File: src/rtl/mem_arbiter.sv
// rtl/mem_arbiter.sv - two-requester round-robin memory arbiter with fixed-latency reads
module mem_arbiter #(
    parameter int LATENCY = 1
) (
    input  logic        clk,
    input  logic        resetn,
    input  logic        req0,
    input  logic        req1,
    input  logic        we0,
    input  logic        we1,
    input  logic [31:0] addr0,
    input  logic [31:0] addr1,
    input  logic [31:0] wdata0,
    input  logic [31:0] wdata1,
    output logic        gnt0,
    output logic        gnt1,
    output logic        rvalid0,
    output logic        rvalid1,
    output logic [31:0] rdata0,
    output logic [31:0] rdata1,
    output logic [31:0] mem_address,
    output logic [31:0] mem_data_out,
    output logic        mem_we,
    input  logic [31:0] mem_data_in,
    output logic        busy
);

    typedef enum logic [1:0] {
        ST_IDLE  = 2'd0,
        ST_ISSUE = 2'd1,
        ST_WAIT  = 2'd2,
        ST_DONE  = 2'd3
    } state_t;

    localparam logic [1:0] CNT_LOAD = 2'(LATENCY - 1);

    state_t      r_state;
    state_t      w_state_next;
    logic [1:0]  r_cnt;
    logic [1:0]  w_cnt_next;
    logic        r_ptr;
    logic        r_id;
    logic        r_we;

    logic        w_take;
    logic        w_sel;
    logic        w_sel_we;
    logic [31:0] w_sel_addr;
    logic [31:0] w_sel_wdata;
    logic        w_done;

    logic        r_gnt0;
    logic        r_gnt1;
    logic        r_rvalid0;
    logic        r_rvalid1;
    logic [31:0] r_rdata0;
    logic [31:0] r_rdata1;
    logic [31:0] r_mem_address;
    logic [31:0] r_mem_data_out;
    logic        r_mem_we;
    logic        r_busy;

    // Arbitration: a lone requester always wins; on contention the pointer decides
    always_comb begin
        w_take      = 1'b0;
        w_sel       = 1'b0;
        if (r_state == ST_IDLE && (req0 || req1)) begin
            w_take = 1'b1;
            w_sel  = (req0 && req1) ? r_ptr : req1;
        end
        w_sel_we    = w_sel ? we1    : we0;
        w_sel_addr  = w_sel ? addr1  : addr0;
        w_sel_wdata = w_sel ? wdata1 : wdata0;
    end

    // Next-state and wait-counter logic
    always_comb begin
        w_state_next = r_state;
        w_cnt_next   = r_cnt;
        w_done       = 1'b0;
        case (r_state)
            ST_IDLE: begin
                if (w_take) begin
                    w_state_next = ST_ISSUE;
                end
            end
            ST_ISSUE: begin
                if (r_we) begin
                    w_state_next = ST_IDLE;
                end else begin
                    w_state_next = ST_WAIT;
                    w_cnt_next   = CNT_LOAD;
                end
            end
            ST_WAIT: begin
                if (r_cnt == 2'd0) begin
                    w_done       = 1'b1;
                    w_state_next = ST_DONE;
                end else begin
                    w_cnt_next = r_cnt - 2'd1;
                end
            end
            ST_DONE: begin
                w_state_next = ST_IDLE;
            end
            default: begin
                w_state_next = ST_IDLE;
            end
        endcase
    end

    // State, capture registers and registered outputs; outputs are computed one
    // edge early so they are valid during the ISSUE / DONE cycle itself
    always_ff @(posedge clk) begin
        if (!resetn) begin
            r_state        <= ST_IDLE;
            r_cnt          <= 2'd0;
            r_ptr          <= 1'b0;
            r_id           <= 1'b0;
            r_we           <= 1'b0;
            r_gnt0         <= 1'b0;
            r_gnt1         <= 1'b0;
            r_rvalid0      <= 1'b0;
            r_rvalid1      <= 1'b0;
            r_rdata0       <= 32'd0;
            r_rdata1       <= 32'd0;
            r_mem_address  <= 32'd0;
            r_mem_data_out <= 32'd0;
            r_mem_we       <= 1'b0;
            r_busy         <= 1'b0;
        end else begin
            r_state   <= w_state_next;
            r_cnt     <= w_cnt_next;
            r_busy    <= (w_state_next != ST_IDLE);
            r_gnt0    <= w_take && !w_sel;
            r_gnt1    <= w_take && w_sel;
            r_mem_we  <= w_take && w_sel_we;
            r_rvalid0 <= w_done && !r_id;
            r_rvalid1 <= w_done && r_id;
            if (w_take) begin
                r_id           <= w_sel;
                r_we           <= w_sel_we;
                r_mem_address  <= w_sel_addr;
                r_mem_data_out <= w_sel_wdata;
            end
            // Pointer moves only when the grant is actually issued
            if (r_state == ST_ISSUE) begin
                r_ptr <= !r_id;
            end
            if (w_done && !r_id) begin
                r_rdata0 <= mem_data_in;
            end
            if (w_done && r_id) begin
                r_rdata1 <= mem_data_in;
            end
        end
    end

    assign gnt0         = r_gnt0;
    assign gnt1         = r_gnt1;
    assign rvalid0      = r_rvalid0;
    assign rvalid1      = r_rvalid1;
    assign rdata0       = r_rdata0;
    assign rdata1       = r_rdata1;
    assign mem_address  = r_mem_address;
    assign mem_data_out = r_mem_data_out;
    assign mem_we       = r_mem_we;
    assign busy         = r_busy;

endmodule

File: config.mk
export PLATFORM = sky130hd
export DESIGN_NAME = mem_arbiter
export DESIGN_NICKNAME = d
export VERILOG_FILES = /design/src/rtl/mem_arbiter.sv
export SDC_FILE = /design/constraint.sdc
export NUM_CORES = 1
export LEC_CHECK = 0
export ABC_CLOCK_PERIOD_IN_PS = 1450
export CORE_UTILIZATION = 35
export DETAILED_ROUTE_END_ITERATION = 7
export PLACE_DENSITY_LB_ADDON = 0.15
export SLEW_MARGIN = 10
export SYNTH_ARGS = -nofsm -noshare
export SYNTH_HDL_FRONTEND = slang
export SYNTH_SLANG_ARGS = --single-unit
File: constraint.sdc
create_clock -name clk -period 1.45 [get_ports clk]
set_input_delay 0.29 -clock clk [delete_from_list [all_inputs] [get_ports clk]]
set_output_delay 0.29 -clock clk [all_outputs]
set_load 0.02 [all_outputs]
==> results.json, run 1 <==
{
  "crit_path_end_kind": "flop",
  "cts-buffers-inserted": 17,
  "clockBufferDepth": 2,
  "wl_per_cell_um": 16.7,
  "crit_arrival_ns": 1.71,
  "grt_setup_unrepaired": "true",
  "io_buffers": 299,
  "htree_levels": 4,
  "setup_viol": 0,
  "synth_ff_type": "dfxtp_1",
  "power_density_nw_per_um2": 1260,
  "postSynthNetCount": 807,
  "total_power_mw": 12.0,
  "drt_wl_total_um": 19200,
  "drt_first_pass_iters": 4,
  "grt_pass1_wl_um": 29100,
  "start_kind": "flop",
  "fin_crit_ns": 1.43,
  "mostFrequentLayoutCell": "clkdlybuf4s50_1",
  "postCtsSetupBuffers": 0,
  "worstPathMaxFanout": 8,
  "cts_tree": "yes",
  "grt.total_usage_pct": 22.8,
  "worstSetupPathType": "reg -> reg",
  "regToRegStartpoint": "r_state[0]",
  "cap_violations": 0,
  "ant_nets": 0,
  "cts_root_buf": "clkbuf_16",
  "antenna_found_initial": 0,
  "place_ws_ns": -0.438,
  "die_area_sq_um": 16400,
  "clkTransAtPathRegs_ns": 0.05,
  "slew-limit-headroom_pct": 69.0,
  "syn_area_sq_um": 5570,
  "die_width_um": 128,
  "drc": 0,
  "crit_required_ns": 1.73,
  "synth_top_area_share_pct": 50.7,
  "ys_seq_elements": 141,
  "hold_viol_final": 0,
  "yosysSeqAreaShare_pct": 50.7,
  "hold_start": "rdata1[17]",
  "finalMaxSlewViolations": 0,
  "peakVddDrop_mv": 0.916,
  "syn_area_per_cell_sq_um": 8.70,
  "status": "finished clean",
  "setup_slack_ns": 0.0160,
  "fmax_ghz": 0.697,
  "tightest_slew_ns": 0.453,
  "leakage_nw": 4.13,
  "synth_top_area_cell": "dfxtp_1",
  "crit_start": "r_state[0]",
  "drive_gt1_share_pct": 8.73,
  "cts_hold_buf": 0,
  "hpwl_um": 13600,
  "ys_types": 43,
  "async_flop_share_pct": 0,
  "fillers": 1351,
  "floorplan.rows": 45,
  "hp-class": "reg -> reg",
  "final_cell_mix": "163 x clkdlybuf4s50_1, 139 x dfxtp_1, 130 x nand2_1",
  "fp.dieH_um": 128,
  "synth.area.top_cells": "dfxtp_1 51%, nand2_1 8.8%, a21oi_1 8.3%",
  "gp_congestion": 0.794,
  "area_growth_syn_to_layout_pct": 70.8,
  "synth_cells": 640,
  "n_antenna_cell": 0,
  "via_per_inst": 5.15,
  "r2r_slack_ns": 0.02,
  "cts.sinks": 141,
  "overflow": 0,
  "grt_max_degree": 60,
  "clkLatencyLatePin_ns": 0.42,
  "start_util_pct": 36.2,
  "nNetsFinal": 1093,
  "clock_skew_ns": 0.00705,
  "yosys_warnings": 0,
  "fin_crit_sh_pct": 98.9,
  "vias": 5920,
  "synth_edf_count": 0,
  "ios": 300,
  "grt_pass1_vias": 5808,
  "core-area_sq_um": 15400,
  "drtIter0Drc": 391
}
==> worst max-delay path: stages (launching register included) <==
cell,delay [ns]
dfxtp_1,0.36
or2_1,0.37
a2111oi_0,0.47
nor4_1,0.11
==> metrics by stage <==
stage               setup TNS (ns)  utilization, %  instance area (sq um)  hold slack (ns)  instances
finish                           0            61.9                   9520            0.448       1150
global placement            -22.95            58.1                   8930            0.441       1117
global route               -0.0407            61.9                   9520            0.464       1150
CTS                              0            61.4                   9440            0.430       1149
floorplan                        0               -                   5570            0.400        640
detailed placement          -29.85            58.1                   8930            0.444       1117
==> timing repair <==
item                                    CTS  global route
endpoints found under the setup margin  136            79
pin swaps                                 0             0
gates cloned                              0             1
resized for setup                       141            18
==> cells in the mapped netlist, types with 11 or more instances <==
cell type	instances
and3_1	32
a21oi_1	92
a31oi_1	28
dfxtp_1	141
a221o_1	30
buf_2	18
nand2_1	130
inv_1	21
clkbuf_1	33
o32ai_1	18
buf_4	11
==> sequential cells by signal (all words and copies together), names as in the netlist <==
name          flops
busy              1
r_cnt             2
r_id              1
rvalid0           1
mem_data_out     32
rvalid1           1
gnt1              1
rdata1           32
mem_we            1
r_we              1
rdata0           32
gnt0              1
r_ptr             1
mem_address      32
r_state           2
==> cell families (layout without fill, tap and decap cells) <==
group / count (synthesis) / in the layout / share of synthesized area, %
and+or+nand+nor: 215 / 215 / 18.7
DFF: 141 / 141 / 50.7
adders and majority gates: 1 / 1 / 0.225
buffers and inverters: 86 / 385 / 6.96
AOI/OAI and AO/OA: 197 / 197 / 23.5
==> path summary, 6_finish.rpt <==
check,endpoint,cells after the start
setup / recovery,mem_data_out[12],3
hold / removal,rdata1[17],2
setup reg to reg,mem_data_out[12],3
hold reg to reg,rdata1[17],2
==> routing by layer <==
| metal | vias to the layer above | track usage, % | routed length [um] | share of wire [%] |
|---|---|---|---|---|
| met5 | - | 0 | 0 | 0 |
| met1 | 2767 | 25.7 | 7640 | 40 |
| li1 | 2869 | - | - | - |
| met4 | 0 | 9.13 | 418 | 2.2 |
| met3 | 29 | 6.39 | 1550 | 8.1 |
| met2 | 255 | 40.5 | 9560 | 50 |
==> layout make-up <==
| cell class | count | area (sq um) | share of cell area (%) |
|---|---|---|---|
| timing repair buffer | 331 | 3260 | 34.3 |
| inverter | 22 | 82.6 | 0.868 |
| clock inverter | 10 | 184 | 1.93 |
| multi-input combinational | 413 | 2410 | 25.4 |
| clock buffer | 22 | 484 | 5.09 |
| tap | 211 | 264 | 2.77 |
| sequential | 141 | 2830 | 29.7 |
==> report_power, final <==
part / internal, mW / switching (mW)
Clock: 3.23 / 1.59
Combinational: 1.29 / 1.47
Sequential: 4.24 / 0.209
Total: 8.76 / 3.27
No activity file was read; power rests on OpenSTA's default activity.
==> inputs of run 2 (changes only) <==
--- a/config.mk
+++ b/config.mk
@@ -9,6 +9,7 @@
 export CORE_UTILIZATION = 35
 export DETAILED_ROUTE_END_ITERATION = 7
 export PLACE_DENSITY_LB_ADDON = 0.15
+export SETUP_SLACK_MARGIN = 0.3
 export SLEW_MARGIN = 10
 export SYNTH_ARGS = -nofsm -noshare
 export SYNTH_HDL_FRONTEND = slang
==> run 2 against run 1 <==
  * First-iteration DRC count down 9.0%
  * Global-route usage is 0.60 points higher
  * Die area is the same
  * Wire length rose by 12%
  * Combinational power rose by 34%
  * Register-to-register slack better by 0.04 ns
  * Utilization up 8.8 points
  * Clock-buffer cell count rose by 1
  * Critical path type unchanged
  * Largest power group is now registers
==> results.json, run 2 (synthesis gave the netlist of run 1 again) <==
{
  "status": "finished clean",
  "nNetsFinal": 1148,
  "grt_setup_unrepaired": "true",
  "power_density_nw_per_um2": 1130,
  "leakage_nw": 4.38,
  "critPathMaxStageDelay_ns": 0.44,
  "timing.rr.end": "rdata0[6]",
  "path_cells": "buf_6 -> and4bb_4 -> clkbuf_16 -> nand2_1 -> a21oi_2",
  "wl_per_cell_um": 17.8,
  "peakVddDrop_mv": 0.967,
  "tightest_slew_ns": 0.450,
  "holdWs_ns": 0.205,
  "core-area_sq_um": 15400,
  "finalMaxSlewViolations": 0,
  "mostFrequentLayoutCell": "clkdlybuf4s50_1",
  "crit_path_end_kind": "flop",
  "fmax_ghz": 0.720,
  "clkPwrFrac_pct": 32.7,
  "ff2ff_path_depth": 5,
  "drive_gt1_share_pct": 45.8,
  "intPower_mw": 8.79,
  "clockBufferDepth": 2,
  "regToRegStartpoint": "r_state[0]",
  "drc": 0,
  "clock_skew_ns": 0.00947,
  "antenna_found_initial": 0,
  "fin_crit_sh_pct": 95.8,
  "start_kind": "flop",
  "combPwrFrac_pct": 30.0,
  "die_width_um": 128,
  "via_per_inst": 5.22,
  "drt_first_pass_iters": 5,
  "die_area_sq_um": 16400,
  "grt_pass1_wl_um": 29900,
  "fp.dieH_um": 128,
  "htree_levels": 4,
  "drt_wl_total_um": 21400,
  "clkTransAtPathRegs_ns": 0.06,
  "crit_start": "r_state[0]",
  "grt.total_usage_pct": 23.4,
  "setup_viol": 0,
  "fin_crit_ns": 1.39,
  "start_util_pct": 36.2,
  "p_sw_mw": 3.55,
  "endpoint": "rdata0[6]",
  "worstSetupPathType": "reg -> reg",
  "area_growth_syn_to_layout_pct": 95.2,
  "power_frac_seq_pct": 37.3,
  "ant_nets": 0,
  "fillers": 1110,
  "floorplan.rows": 45,
  "r2r_slack_ns": 0.06,
  "swShare_pct": 28.8,
  "worstPathMaxFanout": 8,
  "io_buffers": 299,
  "cts_tree": "yes",
  "hp-class": "in -> reg",
  "setup_tns_ns": 0,
  "cts.sinks": 141,
  "grt_max_degree": 60,
  "cts_hold_buf": 0,
  "cts_root_buf": "clkbuf_16",
  "cts-buffers-inserted": 17,
  "overflow": 0,
  "grt_pass1_vias": 6067,
  "drtIter0Drc": 356,
  "crit_required_ns": 1.79,
  "vias": 6285,
  "cpMaxStageDelayCell": "and4bb_4",
  "final_cell_mix": "162 x clkdlybuf4s50_1, 139 x buf_6, 136 x dfxtp_2",
  "n_antenna_cell": 0,
  "ios": 300,
  "hold_viol_final": 0,
  "cap_violations": 0,
  "crit_arrival_ns": 1.73,
  "gp_congestion": 0.787,
  "clkLatencyLatePin_ns": 0.41,
  "hpwl_um": 13500,
  "slew-limit-headroom_pct": 69.9
}
run 2: changes by cell type in the layout (fill, tap and decap cells not counted), moves of 7 or more:
| cell | before | now |
|---|---|---|
| buf_6 | 2 | 139 |
| dfxtp_1 | 139 | 2 |
| dfxtp_2 | 2 | 136 |
| dlygate4sd2_1 | 128 | 1 |
| buf_4 | 15 | 51 |
| a21oi_1 | 92 | 69 |
| a21oi_2 | 0 | 23 |
| nand2_1 | 130 | 120 |
| nand2_2 | 0 | 8 |
| clkbuf_16 | 18 | 25 |
run 2: area by class of cell:
cell class	instances	area (sq um)	area share [%]
Sequential cell	141	3000	27.6
Tap cell	211	264	2.43
Clock inverter	7	65.1	0.598
Clock buffer	23	478	4.40
Inverter	22	82.6	0.759
Multi-Input combinational cell	413	2710	24.9
Timing Repair Buffer	386	4270	39.2
run 2: worst min path at each step:
| stage | start | to | cells after the start |
|---|---|---|---|
| 2_1_floorplan | we1 | mem_we | 1 |
| 3_3_place_gp | mem_address[12] | mem_address[12] | 2 |
| 3_5_place_dp | rdata0[2] | rdata0[2] | 2 |
| 4_1_cts | addr0[19] | mem_address[19] | 3 |
| 5_1_grt | resetn | r_cnt[1] | 3 |
| 6_report | resetn | r_cnt[1] | 3 |
run 2: what timing repair did:
item / CTS / global route
setup endpoints to repair: 271 / 273
pin swaps: 6 / 34
buffers inserted: 16 / 24
gates resized for setup: 953 / 71
cloned: 2 / 8
run 2: metrics by stage:
step                      setup WS (ns)  util (%)  instance area (sq um)  std cells  power (mW)
after floorplan                   0.187         -                   5770        640        6.01
after global placement           -0.308      59.0                   9070       1123        7.50
after detailed placement         -0.432      59.0                   9070       1123        7.54
after CTS                         0.104      66.4                  10200       1171        11.9
final                            0.0608      70.7                  10900       1203        12.3
after global routing             0.0351      70.7                  10900       1203        12.8
run 2: worst max-delay path, delay by kind of cell, from the launching register on:
| kind | cells | cell delay (ns) |
|---|---|---|
| DFF | 1 | 0.37 |
| AOI/OAI and AO/OA | 1 | 0.12 |
| buffers and inverters | 2 | 0.32 |
| and+or+nand+nor | 2 | 0.51 |
run 2: power groups by stage:
stage / registers [mW] / logic (mW) / clock network [mW]
2_1_floorplan: 4.90 / 1.10 / 0
4_1_cts: 4.59 / 3.23 / 4.08
3_5_place_dp: 4.53 / 3.02 / 0
3_3_place_gp: 4.53 / 2.97 / 0
6_report: 4.61 / 3.70 / 4.03
5_1_grt: 4.65 / 3.90 / 4.30
run 2: per-layer routing:
| metal | vias up | track usage [%] | share of wire [%] |
|---|---|---|---|
| li1 | 2982 | - | - |
| met1 | 2992 | 24.4 | 38 |
| met2 | 272 | 43.2 | 52 |
| met3 | 39 | 6.59 | 6.5 |
| met4 | 0 | 11.1 | 2.9 |
| met5 | - | 0 | 0 |
==> inputs of run 3 (changes only) <==
--- a/config.mk
+++ b/config.mk
@@ -8,6 +8,7 @@
 export ABC_CLOCK_PERIOD_IN_PS = 1450
 export CORE_UTILIZATION = 35
 export DETAILED_ROUTE_END_ITERATION = 7
+export MAX_ROUTING_LAYER = met4
 export PLACE_DENSITY_LB_ADDON = 0.15
 export SETUP_SLACK_MARGIN = 0.3
 export SLEW_MARGIN = 10
==> run 3 against run 2 <==
  * Clock skew decreased by 0.00078 ns
  * Worst hold slack lost 0.0043 ns
  * Final area did not move
  * Worst setup slack improved by 0.0020 ns
  * Clock power hardly changed
  * Clock-buffer cell count unchanged
  * Sequential power is essentially flat
  * Sequential share of layout area is the same
  * Fmax grew 0.15%
  * Critical endpoint is now rdata0[19]
  * Largest cell class unchanged
  * Largest power group unchanged
==> results.json, run 3 (synthesis gave the netlist of run 1 again) <==
{
  "cts-buffers-inserted": 17,
  "io_buffers": 299,
  "antenna_found_initial": 0,
  "hold_start": "resetn",
  "crit_start": "r_state[0]",
  "hold_viol_final": 0,
  "via_per_inst": 5.24,
  "grt_pass1_wl_um": 29800,
  "ant_nets": 0,
  "clkLatencyLatePin_ns": 0.41,
  "tightest_slew_ns": 0.449,
  "setup_slack_ns": 0.0628,
  "floorplan.rows": 45,
  "clockBufferDepth": 2,
  "leakage_nw": 4.38,
  "utilization_pct": 70.7,
  "core-area_sq_um": 15400,
  "highest_layer": "met4",
  "crit_arrival_ns": 1.73,
  "die_area_sq_um": 16400,
  "cts_tree": "yes",
  "fin_crit_ns": 1.39,
  "worstPathMaxFanout": 8,
  "slew-limit-headroom_pct": 70.0,
  "drt_wl_total_um": 21500,
  "start_kind": "flop",
  "gp_congestion": 0.798,
  "nNetsFinal": 1148,
  "fmax_ghz": 0.721,
  "finalMaxSlewViolations": 0,
  "area_growth_syn_to_layout_pct": 95.2,
  "drive_gt1_share_pct": 45.8,
  "drtIter0Drc": 330,
  "fp.dieH_um": 128,
  "grt.total_usage_pct": 24.1,
  "grt_setup_unrepaired": "true",
  "grt_pass1_vias": 6081,
  "status": "finished clean",
  "overflow": 0,
  "crit_required_ns": 1.79,
  "start_util_pct": 36.2,
  "die_width_um": 128,
  "crit_path_end_kind": "flop",
  "drc": 0,
  "place_ws_ns": -0.432,
  "met1Wirelength_um": 8390,
  "wl_per_cell_um": 17.8,
  "n_antenna_cell": 0,
  "setup_viol": 0,
  "fin_crit_sh_pct": 95.7,
  "vias": 6308,
  "clock_skew_ns": 0.00870,
  "hp-class": "in -> reg",
  "grt_max_degree": 60,
  "mostFrequentLayoutCell": "clkdlybuf4s50_1",
  "htree_levels": 4,
  "cts.sinks": 141,
  "cts_root_buf": "clkbuf_16",
  "final_cell_mix": "162 x clkdlybuf4s50_1, 139 x buf_6, 136 x dfxtp_2",
  "ios": 300,
  "peakVddDrop_mv": 0.977,
  "clkTransAtPathRegs_ns": 0.06,
  "power_density_nw_per_um2": 1140,
  "cap_violations": 0,
  "wl_met2_um": 11100,
  "worstSetupPathType": "reg -> reg",
  "wl_met3_um": 1310,
  "drt_first_pass_iters": 5,
  "hpwl_um": 13500,
  "regToRegStartpoint": "r_state[0]",
  "cts_hold_buf": 0
}
[run 3: cell counts in the layout (fill, tap and decap cells not counted)]
Identical to the previous run, type by type.
[run 3: metal layers]
metal / vias to the layer above / GRT usage, %
met5: - / -
met4: 0 / 11.3
met3: 52 / 5.84
met2: 269 / 43.0
met1: 3003 / 24.9
li1: 2984 / -
[run 3: metrics by stage]
| step | hold slack (ns) | setup TNS (ns) | area [sq um] | instances | power, mW |
|---|---|---|---|---|---|
| global placement | 0.441 | -29.68 | 9070 | 1123 | 7.50 |
| detailed placement | 0.446 | -33.45 | 9070 | 1123 | 7.54 |
| finish | 0.201 | 0 | 10900 | 1203 | 12.3 |
| floorplan | 0.404 | 0 | 5770 | 640 | 6.01 |
| CTS | 0.435 | 0 | 10200 | 1171 | 11.9 |
| global route | 0.205 | 0 | 10900 | 1203 | 12.8 |
[run 3: critical path, cell delays in order (launching register included)]
cell	delay [ns]
dfxtp_4	0.37
buf_6	0.13
and4bb_4	0.44
clkbuf_16	0.19
nand2_2	0.06
a21oi_2	0.13
[run 3: where the power goes]
part           total [mW]  switching (mW)  internal [mW]
Sequential           4.61           0.294           4.31
Clock                4.04            1.57           2.46
Combinational        3.70            1.69           2.01
Total                12.3            3.56           8.79
[run 3: final timing paths]
kind                end  slack [ns]  cells after the start
max reg2reg  rdata0[19]        0.06                      5
max          rdata0[19]        0.06                      5
min reg2reg  rdata0[21]        0.46                      2
min            r_cnt[1]        0.20                      3
[run 3: area by class of cell]
cell class / instances / area (sq um)
timing repair buffer: 386 / 4270
clock buffer: 23 / 478
multi-input combinational: 413 / 2710
clock inverter: 7 / 65.1
fill: 1110 / 4500
sequential: 141 / 3000
inverter: 22 / 82.6
tap: 211 / 264
[run 3: what timing repair did]
item / in CTS / in global routing
gates cloned: 2 / 8
pin swaps: 6 / 34
hold endpoints to repair: 0 / 0
setup endpoints to repair: 271 / 273
setup buffers: 16 / 24
resized for setup: 953 / 71
